$ cat config.mk
export PLATFORM = sky130hd
export DESIGN_NAME = gray_codec_pipe
export DESIGN_NICKNAME = d
export VERILOG_FILES = /design/src/rtl/gray_codec_pipe_pkg.sv /design/src/rtl/gray_codec_pipe_conv.sv /design/src/rtl/gray_codec_pipe.sv
export SDC_FILE = /design/constraint.sdc
export NUM_CORES = 1
export LEC_CHECK = 0
export ABC_CLOCK_PERIOD_IN_PS = 2630
export CAP_MARGIN = 40
export CORE_UTILIZATION = 45
export CTS_CLUSTER_SIZE = 28
export DETAILED_ROUTE_END_ITERATION = 10
export GPL_ROUTABILITY_DRIVEN = 0
export PLACE_DENSITY = 0.7
export RECOVER_POWER = 25
export SYNTH_ARGS = -nofsm -noshare
export SYNTH_HDL_FRONTEND = slang
export SYNTH_SLANG_ARGS = --single-unit
export TNS_END_PERCENT = 50
$ cat constraint.sdc
create_clock -name clk -period 2.63 [get_ports clk]
set_input_delay 0.263 -clock clk [delete_from_list [all_inputs] [get_ports clk]]
set_output_delay 0.263 -clock clk [all_outputs]
set_load 0.01 [all_outputs]
$ cat src/rtl/gray_codec_pipe_pkg.sv
`default_nettype none
// ============================================================================
// Module  : gray_codec_pipe_pkg
// Brief   : Shared mode encodings and default code width for the Gray codec.
// Revision: 1.0 - initial release
// ============================================================================
package gray_codec_pipe_pkg;
  localparam int   DEFAULT_WIDTH = 4;
  localparam logic MODE_G2B      = 1'b0;
  localparam logic MODE_B2G      = 1'b1;
endpackage
`default_nettype wire

$ cat src/rtl/gray_codec_pipe_conv.sv
`default_nettype none
// ============================================================================
// Module  : gray_conv
// Brief   : Combinational Gray<->binary converter selected by mode.
// Revision: 1.0 - initial release
// ============================================================================
module gray_conv
  import gray_codec_pipe_pkg::*;
#(
  parameter int WIDTH = DEFAULT_WIDTH
) (
  input  logic             mode,
  input  logic [WIDTH-1:0] data,
  output logic [WIDTH-1:0] result
);

  logic [WIDTH-1:0] w_bin;

  // Binary bit i is the XOR of all Gray bits from i up to the MSB.
  for (genvar i = 0; i < WIDTH; i++) begin : g_bit
    assign w_bin[i] = ^(data >> i);
  end

  assign result = (mode == MODE_B2G) ? (data ^ (data >> 1)) : w_bin;

endmodule
`default_nettype wire

$ cat src/rtl/gray_codec_pipe.sv
`default_nettype none
// ============================================================================
// Module  : gray_codec_pipe
// Brief   : Two-stage valid/ready Gray codec with optional adjacency checking.
// Revision: 1.0 - initial release
// ============================================================================
module gray_codec_pipe
  import gray_codec_pipe_pkg::*;
#(
  parameter int WIDTH     = DEFAULT_WIDTH,
  parameter bit CHECK_ADJ = 1'b1
) (
  input  logic             clk,
  input  logic             rst_n,
  input  logic             in_valid,
  output logic             in_ready,
  input  logic             in_mode,
  input  logic [WIDTH-1:0] in_data,
  output logic             out_valid,
  input  logic             out_ready,
  output logic [WIDTH-1:0] out_data,
  output logic             out_mode,
  output logic             out_adj_err
);

  function automatic int unsigned popcount(input logic [WIDTH-1:0] v);
    int unsigned n;
    n = 0;
    for (int i = 0; i < WIDTH; i++) n += int'(v[i]);
    return n;
  endfunction

  logic             r_s1_vld;
  logic [WIDTH-1:0] r_s1_data;
  logic             r_s1_mode;
  logic             r_s1_err;
  logic             r_s2_vld;
  logic [WIDTH-1:0] r_out_data;
  logic             r_out_mode;
  logic             r_out_err;
  logic [WIDTH-1:0] r_last_gray;
  logic             r_last_gray_vld;

  logic             w_s2_adv;
  logic             w_s1_adv;
  logic             w_in_xfer;
  logic             w_adj_err;
  logic [WIDTH-1:0] w_conv;

  assign w_s2_adv  = !r_s2_vld || out_ready;
  assign w_s1_adv  = !r_s1_vld || w_s2_adv;
  // Gating with rst_n keeps in_ready low for the whole reset window.
  assign in_ready  = rst_n && w_s1_adv;
  assign w_in_xfer = in_valid && in_ready;

  // An identical repeat code has popcount 0 and is flagged like a multi-bit jump.
  assign w_adj_err = CHECK_ADJ && (in_mode == MODE_G2B) && r_last_gray_vld &&
                     (popcount(in_data ^ r_last_gray) != 1);

  gray_conv #(.WIDTH(WIDTH)) u_conv (
    .mode   (r_s1_mode),
    .data   (r_s1_data),
    .result (w_conv)
  );

  always_ff @(posedge clk or negedge rst_n) begin
    if (!rst_n) begin
      r_s1_vld        <= 1'b0;
      r_s1_data       <= '0;
      r_s1_mode       <= 1'b0;
      r_s1_err        <= 1'b0;
      r_s2_vld        <= 1'b0;
      r_out_data      <= '0;
      r_out_mode      <= 1'b0;
      r_out_err       <= 1'b0;
      r_last_gray     <= '0;
      r_last_gray_vld <= 1'b0;
    end else begin
      if (w_s1_adv) begin
        r_s1_vld <= w_in_xfer;
      end
      if (w_in_xfer) begin
        r_s1_data <= in_data;
        r_s1_mode <= in_mode;
        r_s1_err  <= w_adj_err;
      end
      // Only Gray-mode words extend the tracked sequence.
      if (w_in_xfer && (in_mode == MODE_G2B)) begin
        r_last_gray     <= in_data;
        r_last_gray_vld <= 1'b1;
      end
      if (w_s2_adv) begin
        r_s2_vld <= r_s1_vld;
        if (r_s1_vld) begin
          r_out_data <= w_conv;
          r_out_mode <= r_s1_mode;
          r_out_err  <= r_s1_err;
        end
      end
    end
  end

  assign out_valid   = r_s2_vld;
  assign out_data    = r_out_data;
  assign out_mode    = r_out_mode;
  assign out_adj_err = r_out_err;

endmodule
`default_nettype wire

Word level (Yosys, flattened, before mapping). Cells that the tools add are included.

$add $sub $neg: 3. Equality and inequality tests: 1. Multiplexer cells: 1. Bitwise gates (word level): 3. Reductions and logical operators: 14.

Operators by type and width (count): $reduce_xor 4->1 (4); $logic_and 1x1->1 (5); $add 3x1->4 (1); $mux 4 (1); $ne 4x1->1 const B (1); $xor 4x3->4 (1); $xor 4x4->4 (1); $add 2x1->3 (1); $add 1x1->2 (1); $logic_not 1->1 (2); $logic_or 1x1->1 (2); $reduce_and 2->1 (1); $not 1->1 (1).

Register bits after elaboration: 19. Bits of input ports: 9. Output and inout port bits: 8. Word-level logic and storage cells: 32.

Depth between registers and ports, before layout. Gate-level depths: netlist (run 1).

Depth after elaboration: 6. Mapped depth: 8. Mapped depth without buffers: 8.

Cells and area by module. From an unflattened synthesis (run 1), not the netlist that was laid out.

Cells, all modules: 66. Area, all modules: 952.2 um^2.

By module, submodules not included: gray_codec_pipe (times used 1, cells each 58, area an instance 888.4 um^2, sequential area each 475.5 um^2); gray_conv (times used 1, cells each 8, area an instance 63.8 um^2, sequential area each 0.0 um^2).

Worst setup path after synthesis (run 1). OpenSTA, ideal clock, no wires.

Path kind: register -> register. From: register r_last_gray[1]. To: register r_s1_err. Library setup time: 0.125 ns. Arrival time: 1.912 ns. Required time: 2.505 ns. Slack: 0.593 ns. Cell stages (with the launch flop): 9. Path buffers: 0. Period minus slack after synthesis: 2.037 ns. Cell sequence: dfrtp_1 > xnor2_1 > fa_1 > inv_1 > ha_1 > ha_1 > nor2_1 > a21oi_1 > mux2_4.

Word-level cells in the longest chain between the ends: 6.

Ends and longest elaborated chain: start, declared (line gray_codec_pipe.sv:41) `logic [WIDTH-1:0] r_last_gray;`; start signal, assigned (line gray_codec_pipe.sv:89) `r_last_gray <= in_data;`; $xor 4x4->4 (line gray_codec_pipe.sv:58) `(popcount(in_data ^ r_last_gray) != 1);`; $add 1x1->2 (line gray_codec_pipe.sv:29) `for (int i = 0; i < WIDTH; i++) n += int'(v[i]);`; $add 2x1->3 (line gray_codec_pipe.sv:29); $add 3x1->4 (line gray_codec_pipe.sv:29); $ne 4x1->1 (line gray_codec_pipe.sv:58); $logic_and 1x1->1 (line gray_codec_pipe.sv:57) `assign w_adj_err = CHECK_ADJ && (in_mode == MODE_G2B) && r_last_gray_vld &&`; end signal, assigned (line gray_codec_pipe.sv:85) `r_s1_err <= w_adj_err;`; end, declared (line gray_codec_pipe.sv:36) `logic r_s1_err;`.

Every way passes these cells. A chain may end at the register's enable or synchronous reset.

Final worst setup path (run 1).
From: input in_data[1]. To: register r_s1_err.

Word-level cells in the longest chain between the ends: 6.

Ends and longest elaborated chain: start, declared (line gray_codec_pipe.sv:18) `input logic [WIDTH-1:0] in_data,`; $xor 4x4->4 (line gray_codec_pipe.sv:58); $add 1x1->2 (line gray_codec_pipe.sv:29); $add 2x1->3 (line gray_codec_pipe.sv:29); $add 3x1->4 (line gray_codec_pipe.sv:29); $ne 4x1->1 (line gray_codec_pipe.sv:58); $logic_and 1x1->1 (line gray_codec_pipe.sv:57).

Every way passes these cells.

==> results of run 1 <==
[sequential cells by signal, indices dropped and copies added (netlist names)]
signal / count
out_adj_err: 1
out_data: 4
out_mode: 1
out_valid: 1
r_last_gray: 4
r_last_gray_vld: 1
r_s1_data: 4
r_s1_err: 1
r_s1_mode: 1
r_s1_vld: 1
[routing by layer]
layer	global-route usage, %	vias up	part of all wire (%)
li1	-	282	-
met3	3.40	2	2.6
met1	19.6	272	47
met4	3.33	0	0.73
met5	0	-	0
met2	24.9	12	49
[Yosys cell counts (3+ instances only)]
| cell type | number |
|---|---|
| dfrtp_1 | 19 |
| inv_1 | 4 |
| mux2_2 | 4 |
| mux2_4 | 9 |
| nand2_1 | 3 |
| o21ai_0 | 5 |
| xnor2_1 | 4 |
| xor2_1 | 4 |
[report_power, final]
group | total, uW | internal (uW) | switching [uW]
clock network | 139 | 58.7 | 80.1
registers | 418 | 368 | 50.0
logic | 329 | 204 | 125
total | 886 | 631 | 255
[cell type report]
type                       count  area [um^2]
clock buffer                   4         26.3
timing repair buffer          17          164
tap                           27         33.8
multi-input combinational     47          439
inverter                       4         15.0
sequential                    19          475
fill                         180          828
[kinds of logic (layout without fill, tap and decap cells)]
group / after synthesis / count (layout) / synth area share (%)
flops: 19 / 19 / 49.9
compound gates: 8 / 8 / 4.47
simple gates: 15 / 15 / 10.6
xor+xnor: 8 / 8 / 7.36
buf+inv: 6 / 25 / 3.94
fa+ha+maj: 3 / 3 / 4.73
mux: 13 / 13 / 18.9
[worst min path at each step]
| stage | startpoint | to | slack, ns |
|---|---|---|---|
| 3_3_place_gp | r_last_gray_vld$_DFFE_PN0P_ | r_last_gray_vld$_DFFE_PN0P_ | 0.46 |
| 6_report | rst_n | r_s1_data[0]$_DFFE_PN0P_ | 0.34 |
| 3_5_place_dp | r_last_gray_vld$_DFFE_PN0P_ | r_last_gray_vld$_DFFE_PN0P_ | 0.46 |
| 4_1_cts | rst_n | r_last_gray_vld$_DFFE_PN0P_ | 0.27 |
| 2_1_floorplan | rst_n | out_adj_err$_DFFE_PN0P_ | -0.03 |
| 5_1_grt | rst_n | r_s1_data[1]$_DFFE_PN0P_ | 0.35 |
[cells in the final DEF, fill, tap and decap left out, drive strengths merged, types with 2 or more instances in the layout]
master         count
dlygate4sd3        2
xor2               4
nand2b             2
nand2              3
mux2              13
inv                4
dfrtp             19
clkdlybuf4s50     14
nor2b              2
o21ai              5
and3               2
a21oi              2
ha                 2
xnor2              4
clkbuf             5
[stage by stage]
step,std cells,setup WS (ns),hold WS [ns],utilization [%]
after floorplan,72,0.593,-0.0326,-
after global placement,114,0.188,0.455,57.1
after detailed placement,114,0.155,0.461,57.1
after CTS,118,0.462,0.268,58.4
after global routing,118,0.371,0.355,58.2
final,118,0.457,0.336,58.2
==> flow_summary_export.csv, run 1 <==
group,metric,value,unit
clock_network,clockBufferDepth,2,
worst_setup_path,required,2.80,ns
routing,firstDrtPassIters,2,
routing,routed_wl,1370,um
job,drv_cap,0,
synth,syn-cell-area,952,um^2
routing,first_iter_violations,2,
worst_setup_path,critPathMaxStageDelay,0.53,ns
worst_setup_path,crit_buf_inv,2,
routing,num_vias,568,
clock_network,cts.hold.buffers_added,0,
cells_and_area,antennaDiodeCount,0,
worst_setup_path,reg2regPathDepth,8,
timing,fmax,460,MHz
worst_setup_path,crit_top_cell,"ha_1",
timing,setup_viol,0,
worst_setup_path,slowest_stage,"fa_1",
routing,ant_nets,0,
timing,rsz0062_at_grt,"no",
power_and_ir_drop,ir_worst_vdd,473,uV
worst_setup_path,crit_arrival,2.34,ns
synth,netlist.area_leader.share,49.9,%
global_route,grt_pass1_wl,2310,um
place,port_buffers,16,
power_and_ir_drop,finalPower,886,uW
routing,drc,0,
timing,worstMarginPinSlew,0.663,ns
worst_setup_path,crit_path_end_kind,"flop",
cells_and_area,nNetsFinal,104,
timing,fin_worst_skew,0.00644,ns
global_route,grt_pass1_vias,543,
worst_setup_path,r2r_setup_slack,0.49,ns
global_route,grt_usage,14.9,%
synth,yosys_register_bits,19,
timing,fin_tns_setup,0,ns
power_and_ir_drop,leakage,0.000530,uW
worst_hold_path,hold_class,"in -> async",
worst_setup_path,cp_top_family,"adder cells",
synth,seq_area_frac_synth,49.9,%
worst_setup_path,crit_chain,"clkdlybuf4s50_1, xnor2_1, fa_1, inv_1, ha_1, ha_1, nor2_1, a21oi_1, mux2_4",
synth,synth_cell_types,22,
synth,yosysWarnings,0,
synth,syn_area_per_cell,13.2,um^2
worst_setup_path,path_max_fanout,3,
synth,ys.flop_type,"dfrtp_1",
worst_setup_path,cp.depth,9,
floorplanning,ios,17,
clock_network,path_clk_slew,0.10,ns
timing,period_minus_slack,2.17,ns
floorplanning,dieArea,2300,um^2
power_and_ir_drop,p_per_area,768,nW/um^2
place,dpl_cell_area,1130,um^2
synth,yosys.area.top_type,"dfrtp_1",
synth,syn_inst,72,
clock_network,cts_tree,"built",
worst_setup_path,rr_endpoint,"r_s1_err$_DFFE_PN0P_",
clock_network,h-tree-depth,1,
clock_network,clkLatencyLatePin,0.28,ns
synth,ys_top_cells_by_area,"dfrtp_1, mux2_4, mux2_2",
synth,synth-edff-count,0,
worst_setup_path,crit_path_end,"r_s1_err$_DFFE_PN0P_",
clock_network,cts_buffers,3,
floorplanning,core_area,1980,um^2
cells_and_area,syn2layout_area_growth,21.2,%
worst_setup_path,crit_path_start_kind,"input port",
floorplanning,rows,16,
synth,synth_fp_nets,84,
cells_and_area,drive_gt1_share,20.9,%
clock_network,postCtsSetupRepairBufs,0,
floorplanning,die_h,48,um
routing,wl_per_cell,11.6,um
timing,drv_slew,0,
timing,relSlewSlack,55.8,%
worst_setup_path,reg2reg_from,"r_last_gray[1]$_DFFE_PN0P_",
global_route,grt_max_degree,14,
timing,hold_viol,0,
cells_and_area,final_area,1150,um^2
worst_setup_path,worstSetupStartpoint,"in_data[1]",
worst_setup_path,critPathKind,"in -> reg",
floorplanning,initial_core_util,48.0,%
status,status,"finished clean",
global_route,antenna_found_initial,0,
clock_network,cts_sinks,19,
synth,async_reset_ff_share,100,%
place,hpwl,1110,um
clock_network,cts_root_buf,"clkbuf_4",
clock_network,ctsResizeCount,0,
global_route,grt_overflow,0,
timing,final.period_utilization,82.6,%
routing,vias_per_cell,4.81,
floorplanning,fp.dieW,48,um
No activity file was read; power rests on OpenSTA's default activity.
==> inputs of run 2 (changes only) <==
--- a/config.mk
+++ b/config.mk
@@ -5,7 +5,7 @@
 export SDC_FILE = /design/constraint.sdc
 export NUM_CORES = 1
 export LEC_CHECK = 0
-export ABC_CLOCK_PERIOD_IN_PS = 2630
+export ABC_CLOCK_PERIOD_IN_PS = 2200
 export CAP_MARGIN = 40
 export CORE_UTILIZATION = 45
 export CTS_CLUSTER_SIZE = 28
==> constraint.sdc (replaced) <==
create_clock -name clk -period 2.2 [get_ports clk]
set_input_delay 0.22 -clock clk [delete_from_list [all_inputs] [get_ports clk]]
set_output_delay 0.22 -clock clk [all_outputs]
set_load 0.01 [all_outputs]
==> flow_summary_export.csv, run 2 (synthesized netlist as in run 1, its figures left out) <==
group,metric,value,unit
clock_network,ctsResizeCount,0,
cells_and_area,mostFrequentLayoutCells,"dfrtp_1, clkdlybuf4s50_1, mux2_4",
floorplanning,fp.dieW,48,um
global_route,grt_max_degree,12,
global_route,grtUsageMet3,3.40,%
timing,setup_viol,0,
power_and_ir_drop,ir_worst_vdd,418,uV
clock_network,cts_root_buf,"clkbuf_4",
floorplanning,dieArea,2300,um^2
worst_setup_path,crit_path_start_kind,"flop",
clock_network,cts_buffers,3,
cells_and_area,drive_gt1_share,24.2,%
timing,setup_ws,0.113,ns
worst_setup_path,required,2.41,ns
timing,period_minus_slack,2.09,ns
clock_network,clkLatencyLatePin,0.31,ns
worst_setup_path,crit_path_end_kind,"flop",
global_route,antenna_found_initial,0,
clock_network,cts.hold.buffers_added,0,
power_and_ir_drop,p_per_area,916,nW/um^2
routing,first_iter_violations,1,
floorplanning,ios,17,
global_route,grt_overflow,0,
worst_setup_path,reg2regPathDepth,8,
timing,drv_slew,0,
place,port_buffers,16,
worst_hold_path,hold_class,"in -> async",
status,status,"finished clean",
timing,relSlewSlack,61.6,%
worst_setup_path,rr_endpoint,"r_s1_err$_DFFE_PN0P_",
routing,drc,0,
cells_and_area,stdcell_count,122,
cells_and_area,nNetsFinal,108,
clock_network,path_clk_slew,0.12,ns
timing,hold_viol,0,
power_and_ir_drop,leakage,0.000548,uW
cells_and_area,antennaDiodeCount,0,
routing,wl_per_cell,12.0,um
floorplanning,die_h,48,um
routing,num_vias,587,
global_route,grt_usage,16.7,%
routing,routed_wl,1460,um
timing,fin_worst_skew,0.0131,ns
place,hpwl,1160,um
global_route,use_met2,27.0,%
routing,vias_per_cell,4.81,
clock_network,postCtsSetupRepairBufs,0,
timing,worstMarginPinSlew,0.576,ns
place,post-place-ws,-0.180,ns
clock_network,h-tree-depth,1,
routing,ant_nets,0,
worst_setup_path,critPathKind,"reg -> reg",
global_route,gr-usage-met1,19.6,%
timing,final.period_utilization,94.8,%
floorplanning,rows,16,
job,drv_cap,0,
global_route,busiest_layer,"met2",
cells_and_area,final_common_cell,"dfrtp_1",
floorplanning,initial_core_util,48.0,%
timing,fmax,479,MHz
global_route,grt_pass1_vias,588,
worst_setup_path,reg2reg_from,"r_last_gray[1]$_DFFE_PN0P_",
routing,firstDrtPassIters,2,
floorplanning,core_area,1980,um^2
timing,fin_tns_setup,0,ns
worst_setup_path,crit_arrival,2.30,ns
clock_network,cts_tree,"built",
clock_network,clockBufferDepth,2,
place,dpl.cell_count,118,
timing,rsz0062_at_grt,"no",
clock_network,cts_sinks,19,
global_route,grt_pass1_wl,2510,um
cells_and_area,syn2layout_area_growth,24.0,%
worst_setup_path,r2r_setup_slack,0.11,ns
worst_setup_path,path_max_fanout,2,
==> run 2: changes by cell type in the layout (fill, tap and decap cells not counted) <==
cell / delta
buf_4: +3
clkdlybuf4s50_1: +1
clkinv_2: +1
dlygate4sd3_1: -1
==> run 2: through the flow <==
stage	instance area (um^2)	util [%]	total power, uW	hold slack, ns
after floorplan	952	-	745	-0.0756
after global placement	1160	58.6	902	0.456
after detailed placement	1160	58.6	917	0.466
after CTS	1190	60.0	1100	0.179
after global routing	1180	59.6	1170	0.261
final	1180	59.6	1080	0.245
==> run 2: routing by layer <==
| layer | share of wire [%] | vias up |
|---|---|---|
| li1 | - | 293 |
| met2 | 48 | 15 |
| met4 | 2.2 | 0 |
| met3 | 3.2 | 4 |
| met5 | 0 | - |
| met1 | 46 | 275 |
==> run 2: power breakdown <==
part           leakage, uW  total (uW)  internal, uW  switching [uW]
clock network    0.0000177         182          67.9             115
registers         0.000225         498           440            58.0
logic             0.000305         402           249             153
total             0.000548        1080           757             325
==> run 2: cell type report <==
type,count,area [um^2]
fill,165,801
sequential,19,475
multi-input combinational,47,439
timing repair buffer,21,190
tap,27,33.8
clock buffer,3,22.5
inverter,4,15.0
clock inverter,1,5.00
==> run 2: how the worst max path moves through the flow <==
stage                                     from                   end  cells past startpoint
global route        r_last_gray[1]$_DFFE_PN0P_  r_s1_err$_DFFE_PN0P_                      8
finish              r_last_gray[1]$_DFFE_PN0P_  r_s1_err$_DFFE_PN0P_                      8
detailed placement                  in_data[1]  r_s1_err$_DFFE_PN0P_                      9
global placement                    in_data[1]  r_s1_err$_DFFE_PN0P_                      9
floorplan           r_last_gray[1]$_DFFE_PN0P_  r_s1_err$_DFFE_PN0P_                      8
CTS                 r_last_gray[1]$_DFFE_PN0P_  r_s1_err$_DFFE_PN0P_                      8
==> run 2: worst max-delay path, stage by stage, from the launching register on <==
cell	delay [ns]
dfrtp_1	0.41
xnor2_1	0.15
fa_1	0.53
inv_1	0.04
ha_1	0.19
ha_1	0.27
nor2_1	0.10
a21oi_1	0.07
mux2_4	0.25
==> inputs of run 3 (changes only) <==
--- a/config.mk
+++ b/config.mk
@@ -6,11 +6,12 @@
 export NUM_CORES = 1
 export LEC_CHECK = 0
 export ABC_CLOCK_PERIOD_IN_PS = 2200
-export CAP_MARGIN = 40
+export CAP_MARGIN = 20
 export CORE_UTILIZATION = 45
 export CTS_CLUSTER_SIZE = 28
 export DETAILED_ROUTE_END_ITERATION = 10
 export GPL_ROUTABILITY_DRIVEN = 0
+export GPL_TIMING_DRIVEN = 1
 export PLACE_DENSITY = 0.7
 export RECOVER_POWER = 25
 export SYNTH_ARGS = -nofsm -noshare
==> results of run 3 <==
The final DEF is identical to that of run 2; final timing and power are the same.
